**config.mk**
```make
export PLATFORM = sky130hd
export DESIGN_NAME = gf256_inv_sched
export DESIGN_NICKNAME = d
export VERILOG_FILES = /design/src/rtl/gf256_inv_sched.sv
export SDC_FILE = /design/constraint.sdc
export NUM_CORES = 1
export LEC_CHECK = 0
export CAP_MARGIN = 30
export CORE_MARGIN = 5
export CORE_UTILIZATION = 60
export CTS_CLUSTER_DIAMETER = 80
export DETAILED_ROUTE_END_ITERATION = 8
export HOLD_SLACK_MARGIN = 0.12
export PLACE_DENSITY = 0.95
export SETUP_SLACK_MARGIN = 0.2
export SKIP_LAST_GASP = 1
export SLEW_MARGIN = 15
export SYNTH_ARGS = -nofsm -noshare
export SYNTH_HDL_FRONTEND = slang
export SYNTH_SLANG_ARGS = --single-unit
```
**constraint.sdc**
```tcl
create_clock -name clk -period 6.1 [get_ports clk]
set_input_delay 0.61 -clock clk [delete_from_list [all_inputs] [get_ports clk]]
set_output_delay 0.61 -clock clk [all_outputs]
set_load 0.02 [all_outputs]
```
**src/rtl/gf256_inv_sched.sv**
```systemverilog
// Issue scheduler, LFSR freshness source and in-order result FIFO for a
// non-stallable 2-share masked GF(2^8) inverse pipeline.
module gf256_inv_sched #(
  parameter int INV_LATENCY = 5,
  parameter int FIFO_DEPTH  = 8,
  parameter int TAG_W       = 4,
  parameter int WARMUP      = 16
) (
  input  logic             clk,
  input  logic             rst_i,
  input  logic [31:0]      seed_i,
  input  logic             seed_load_i,
  input  logic             in_valid_i,
  output logic             in_ready_o,
  input  logic [7:0]       in_sh0_i,
  input  logic [7:0]       in_sh1_i,
  input  logic [TAG_W-1:0] in_tag_i,
  output logic [7:0]       inv_sh0_o,
  output logic [7:0]       inv_sh1_o,
  output logic [7:0]       inv_guards_o,
  output logic [3:0]       inv_random_o,
  input  logic [7:0]       inv_res_sh0_i,
  input  logic [7:0]       inv_res_sh1_i,
  output logic             out_valid_o,
  input  logic             out_ready_i,
  output logic [7:0]       out_sh0_o,
  output logic [7:0]       out_sh1_o,
  output logic [TAG_W-1:0] out_tag_o,
  output logic             busy_o
);

  localparam logic [1:0] ST_SEED  = 2'd0;
  localparam logic [1:0] ST_WARM  = 2'd1;
  localparam logic [1:0] ST_RUN   = 2'd2;
  localparam logic [1:0] ST_DRAIN = 2'd3;

  // Stage k of the line is valid while the item is k cycles past issue; the
  // result is captured from the last stage.
  localparam int LINE_LEN = INV_LATENCY + 1;
  localparam int INFL_W   = $clog2(LINE_LEN + 1);
  localparam int CNT_W    = $clog2(FIFO_DEPTH + 1);
  localparam int PTR_W    = (FIFO_DEPTH > 1) ? $clog2(FIFO_DEPTH) : 1;
  localparam int WARM_W   = (WARMUP > 1) ? $clog2(WARMUP) : 1;
  localparam int SUM_W    = ((INFL_W > CNT_W) ? INFL_W : CNT_W) + 1;
  localparam int ENTRY_W  = TAG_W + 16;

  localparam logic [31:0]       POLY      = 32'h8020_0003;
  localparam logic [INFL_W-1:0] INFL_ONE  = 1;
  localparam logic [CNT_W-1:0]  CNT_ONE   = 1;
  localparam logic [PTR_W-1:0]  PTR_ONE   = 1;
  localparam logic [WARM_W-1:0] WARM_ONE  = 1;
  localparam logic [WARM_W-1:0] WARM_LAST = WARM_W'(WARMUP - 1);
  localparam logic [PTR_W-1:0]  PTR_LAST  = PTR_W'(FIFO_DEPTH - 1);

  logic [1:0]          state;
  logic [WARM_W-1:0]   warm_cnt;
  logic                reseed_pend;
  logic [31:0]         lfsr;
  logic [31:0]         seed_val;

  logic [LINE_LEN-1:0] line_vld;
  logic [TAG_W-1:0]    line_tag [LINE_LEN];
  logic [INFL_W-1:0]   inflight;

  logic [ENTRY_W-1:0]  fifo_mem [FIFO_DEPTH];
  logic [PTR_W-1:0]    wr_ptr;
  logic [PTR_W-1:0]    rd_ptr;
  logic [CNT_W-1:0]    fifo_count;
  logic [ENTRY_W-1:0]  head;
  logic [SUM_W-1:0]    credit_used;

  logic accept;
  logic push;
  logic pop;

  function automatic logic [31:0] lfsr_adv(input logic [31:0] s);
    logic [31:0] x;
    x = s;
    for (int i = 0; i < 12; i++) x = x[0] ? ((x >> 1) ^ POLY) : (x >> 1);
    return x;
  endfunction

  function automatic logic [PTR_W-1:0] ptr_inc(input logic [PTR_W-1:0] p);
    return (p == PTR_LAST) ? '0 : p + PTR_ONE;
  endfunction

  assign seed_val     = (seed_i == 32'h0) ? 32'h0000_0001 : seed_i;
  assign credit_used  = SUM_W'(inflight) + SUM_W'(fifo_count);
  assign in_ready_o   = (state == ST_RUN) && (credit_used < SUM_W'(FIFO_DEPTH));
  assign accept       = in_valid_i && in_ready_o;
  assign push         = line_vld[LINE_LEN-1];
  assign out_valid_o  = (fifo_count != '0);
  assign pop          = out_valid_o && out_ready_i;
  assign busy_o       = (inflight != '0) || out_valid_o;
  assign inv_guards_o = lfsr[7:0];
  assign inv_random_o = lfsr[11:8];
  assign head         = fifo_mem[rd_ptr];
  assign {out_tag_o, out_sh0_o, out_sh1_o} = out_valid_o ? head : '0;

  // NOTE: every register here takes <=; the blocking loop inside lfsr_adv only
  // builds a combinational next-state value and never touches stored state.
  always_ff @(posedge clk) begin
    if (rst_i) begin
      state       <= ST_SEED;
      warm_cnt    <= '0;
      reseed_pend <= 1'b0;
      lfsr        <= '0;
    end else begin
      case (state)
        ST_SEED: begin
          if (seed_load_i || reseed_pend) begin
            state       <= ST_WARM;
            warm_cnt    <= '0;
            reseed_pend <= 1'b0;
            if (seed_load_i) lfsr <= seed_val;
          end
        end
        ST_WARM: begin
          lfsr <= lfsr_adv(lfsr);
          if (warm_cnt == WARM_LAST) state <= ST_RUN;
          else warm_cnt <= warm_cnt + WARM_ONE;
        end
        ST_RUN: begin
          lfsr <= lfsr_adv(lfsr);
          if (seed_load_i) state <= ST_DRAIN;
        end
        default: begin
          // Drain finished: reload the seed now and restart warm-up without a new pulse.
          if (!busy_o) begin
            state       <= ST_SEED;
            lfsr        <= seed_val;
            reseed_pend <= 1'b1;
          end else begin
            lfsr <= lfsr_adv(lfsr);
          end
        end
      endcase
    end
  end

  always_ff @(posedge clk) begin
    if (rst_i) begin
      inv_sh0_o <= '0;
      inv_sh1_o <= '0;
      line_vld  <= '0;
      inflight  <= '0;
    end else begin
      if (accept) begin
        inv_sh0_o <= in_sh0_i;
        inv_sh1_o <= in_sh1_i;
      end
      line_vld <= {line_vld[LINE_LEN-2:0], accept};
      case ({accept, push})
        2'b10:   inflight <= inflight + INFL_ONE;
        2'b01:   inflight <= inflight - INFL_ONE;
        default: ;
      endcase
    end
  end

  // NOTE: tag line and FIFO storage are deliberately not reset; line_vld and the
  // FIFO pointers decide what is live, so stale payload is never observed.
  always_ff @(posedge clk) begin
    line_tag[0] <= in_tag_i;
    for (int i = 1; i < LINE_LEN; i++) line_tag[i] <= line_tag[i-1];
  end

  always_ff @(posedge clk) begin
    if (push) fifo_mem[wr_ptr] <= {line_tag[LINE_LEN-1], inv_res_sh0_i, inv_res_sh1_i};
  end

  always_ff @(posedge clk) begin
    if (rst_i) begin
      wr_ptr     <= '0;
      rd_ptr     <= '0;
      fifo_count <= '0;
    end else begin
      if (push) wr_ptr <= ptr_inc(wr_ptr);
      if (pop)  rd_ptr <= ptr_inc(rd_ptr);
      case ({push, pop})
        2'b10:   fifo_count <= fifo_count + CNT_ONE;
        2'b01:   fifo_count <= fifo_count - CNT_ONE;
        default: ;
      endcase
    end
  end

  a_no_push_when_full: assert property (@(posedge clk) disable iff (rst_i)
    !(push && !pop && (fifo_count == CNT_W'(FIFO_DEPTH))));

endmodule
```
==> flow_summary_export.csv <==
group,metric,value,unit
cts,cts.repair.resized,0,
cells_and_area,final_area,0.0127,sq mm
worst_setup_path,start_kind,"register",
worst_hold_path,hold_start,"line_tag[4][3]",
cts,cts-root-buf,"clkbuf_16",
yosys,syn_area_per_cell,14.6,sq um
pwr,power_density,409,mW/mm^2
cts,clock_sinks,261,
worst_setup_path,cp-end-kind,"primary output",
yosys,synth-edff-count,160,
placed_design,placed_area,0.0118,sq mm
die,pin_count,124,
global_route,antenna_found_initial,0,
cts,post_cts_buffers,0,
timing,fmax,0.280,GHz
worst_setup_path,r2r_cells,12,
routing,ant_nets,0,
worst_setup_path,r2r-start,"fifo_count[0]",
cells_and_area,syn_to_final_growth,22.0,%
timing,fin_crit_sh,58.6,%
routing,vias_per_cell,5.96,
outcome,status,"complete, no violations",
worst_setup_path,cp_slowest_cell,"buf_4",
cts,clk_pin_slew,60,ps
routing,wirelength,23.4,mm
worst_hold_path,min_path_type,"reg2reg",
routing,vias,6412,
yosys,ys_types,45,
worst_setup_path,worst_ep_arrival_time,2970,ps
yosys,ys_ff_latch,261,
yosys,syn-instance-count,711,
cts,cts_max_level,1,
cts,cts_inserted_buffers,26,
worst_setup_path,crit_path_max_incr_delay,610,ps
worst_setup_path,worstPathRequired,5490,ps
pwr,internal-power,3.60,mW
yosys,synth_top_flop_cell,"edfxtp_1",
pwr,p_comb_share,29.4,%
die,die_y,141,um
yosys,ys_seq_area_share,65.8,%
die,core,0.0171,sq mm
routing,first_iter_violations,526,
timing,fin_setup_tns,0,ps
global_route,track_usage,23.6,%
pwr,seqPwrFrac,40.7,%
timing,finalSetupViolCount,0,
global_route,grt_overflow_total,0,
timing,worst_pin_slew,786,ps
cts,clockBufferDepth,3,
cts,clock_latency,520,ps
routing,detail_route.wl_per_cell,21.7,um
timing,skew,11.1,ps
routing,dr.pass1.iters,5,
cells_and_area,layout-drive-gt1-share,13.8,%
timing,fin_crit,3580,ps
die,rows,48,
pwr,p_sw,1.57,mW
cts,cts.hold.buffers_added,0,
worst_setup_path,crit_type,"reg2out",
placed_design,gp_congestion,0.878,
cells_and_area,nets,921,
timing,slew_violations,0,
pwr,p_leak,4.44,nW
timing,slew_headroom,47.6,%
worst_hold_path,holdPathEnd,"line_tag[5][3]",
placed_design,hpwlAfterDp,14.2,mm
flow_run,drv_cap,0,
global_route,grt_pass1_wl,36.8,mm
die,start_util,60.6,%
yosys,synthArstFlopShare,0,%
pwr,p_clk_share,29.9,%
timing,hold_viol_final,0,
yosys,synth_warnings,0,
die,die_area,0.0200,sq mm
worst_setup_path,cp_cell_sequence,"buf_4 > mux4_2 > mux2i_1 > nor2_1 > clkdlybuf4s50_1",
yosys,syn_area,0.0104,sq mm
pwr,vdd_drop_max,414,uV
global_route,grt_pass1_vias,6705,
placed_design,io_buffers,123,
yosys,synthesis.nets,801,
global_route,grt_max_degree,74,
pwr,swShare,30.3,%
routing,drc_errors,0,
timing,grt_setup_unrepaired,"false",
cts,cts_tree,"built",
die,dieWidth,141,um
worst_setup_path,crit_fanout,40,
cells_and_area,antennaDiodeCount,0,
worst_setup_path,r2r_end,"fifo_count[3]",
worst_setup_path,r2r_slack,3120,ps
worst_hold_path,hold-path-cell-count,0,
## cell usage after synthesis, types with 4 or more instances
library cell	n	share of area [%]
ha_1	15	1.8
a21oi_1	19	0.92
a211oi_1	4	0.29
inv_1	15	0.54
mux2i_1	37	3.6
xnor2_1	19	1.6
buf_1	8	0.29
buf_4	12	0.87
nand2_1	12	0.43
xor2_1	15	1.3
nand2b_1	5	0.30
o21ai_0	4	0.19
nor4_1	9	0.54
nor2_1	108	3.9
nor3_1	35	1.7
clkbuf_1	25	0.90
dfxtp_1	101	19
a221oi_1	26	2.2
edfxtp_1	160	46
mux4_2	40	8.7
nor2b_1	6	0.36
## cells in the final DEF (no fill, tap or decap), drive strengths merged, types with 2 or more instances in the layout
cell	synthesis	routed
xor2	15	15
xnor3	4	4
buf	23	18
fa	2	2
dfxtp	101	101
nand2b	5	5
edfxtp	160	160
nand2	12	12
nor2b	6	6
o21a	2	2
nor2	108	108
clkbuf	25	39
ha	15	15
clkdlybuf4s50	0	122
nand4	3	3
a221oi	27	27
nor4	9	9
nor3	36	36
a21oi	20	20
inv	15	16
mux4	40	40
a21o	3	3
or3	3	3
mux2i	37	37
xnor2	21	21
a211oi	4	4
o21ai	4	4
clkinv	0	6
## logic make-up after synthesis
group | share of synthesized area (%)
XOR/XNOR | 4.19
AO/OA/AOI/OAI | 4.81
AND/OR/NAND/NOR | 7.88
buffers and inverters | 2.75
flip-flops | 65.8
multiplexers | 12.4
adder cells (fa/ha/maj) | 2.20
## how the worst max path moves through the flow
stage | cells past startpoint | slack, ps | endpoint | start
floorplan | 11 | 3080 | inflight[2] | fifo_count[1]
global placement | 5 | 3160 | out_tag_o[2] | register
detailed placement | 5 | 3120 | out_tag_o[1] | register
CTS | 5 | 2450 | out_tag_o[0] | register
global route | 5 | 2340 | out_tag_o[0] | register
finish | 5 | 2520 | out_tag_o[0] | register
## registers in the layout (all words and copies together) (netlist names), named ones only
signal,cells
inflight,3
state,2
inv_sh0_o,8
line_vld,6
wr_ptr,3
reseed_pend,1
warm_cnt,4
inv_sh1_o,8
fifo_count,4
fifo_mem,160
rd_ptr,3
lfsr,32
line_tag,24
## critical path, delay by kind of cell, from the launching register on
kind	cells	cell delay (ps)
mux	2	860
flops	1	310
simple gates	1	100
buf+inv	2	1170
## area by class of cell
type                       instances  area, sq um
sequential                       261         6830
multi-input combinational        387         3290
clock buffer                      39          763
inverter                          15         56.3
clock inverter                     8         65.1
tap                              225          282
fill                            1039         4460
timing repair buffer             140         1370
## per-layer routing
metal | up-vias | wire length [um] | global-route usage, %
li1 | 2887 | - | -
met1 | 3139 | 8650 | 29.9
met2 | 328 | 12200 | 41.8
met3 | 58 | 1830 | 3.88
met4 | 0 | 627 | 7.47
met5 | - | 0 | 0
## power by group through the flow
stage,Sequential [mW],Clock [mW],Combinational [mW]
after floorplan,2.12,0,1.14
after global placement,2.13,0,1.44
after detailed placement,2.14,0,1.50
after CTS,2.10,1.57,1.51
after global routing,2.12,1.66,1.64
final,2.10,1.55,1.52
## through the flow
step / hold WS (ps) / worst slack (ps) / utilization [%] / power [mW] / std cells
6_report: 322 / 2520 / 73.9 / 5.17 / 1075
4_1_cts: 326 / 2450 / 73.9 / 5.18 / 1075
3_5_place_dp: 312 / 3120 / 69.1 / 3.63 / 1028
3_3_place_gp: 312 / 3160 / 68.9 / 3.57 / 1026
5_1_grt: 331 / 2340 / 73.9 / 5.42 / 1075
2_1_floorplan: 310 / 3080 / - / 3.26 / 711
Power figures use the tool's default switching activity.
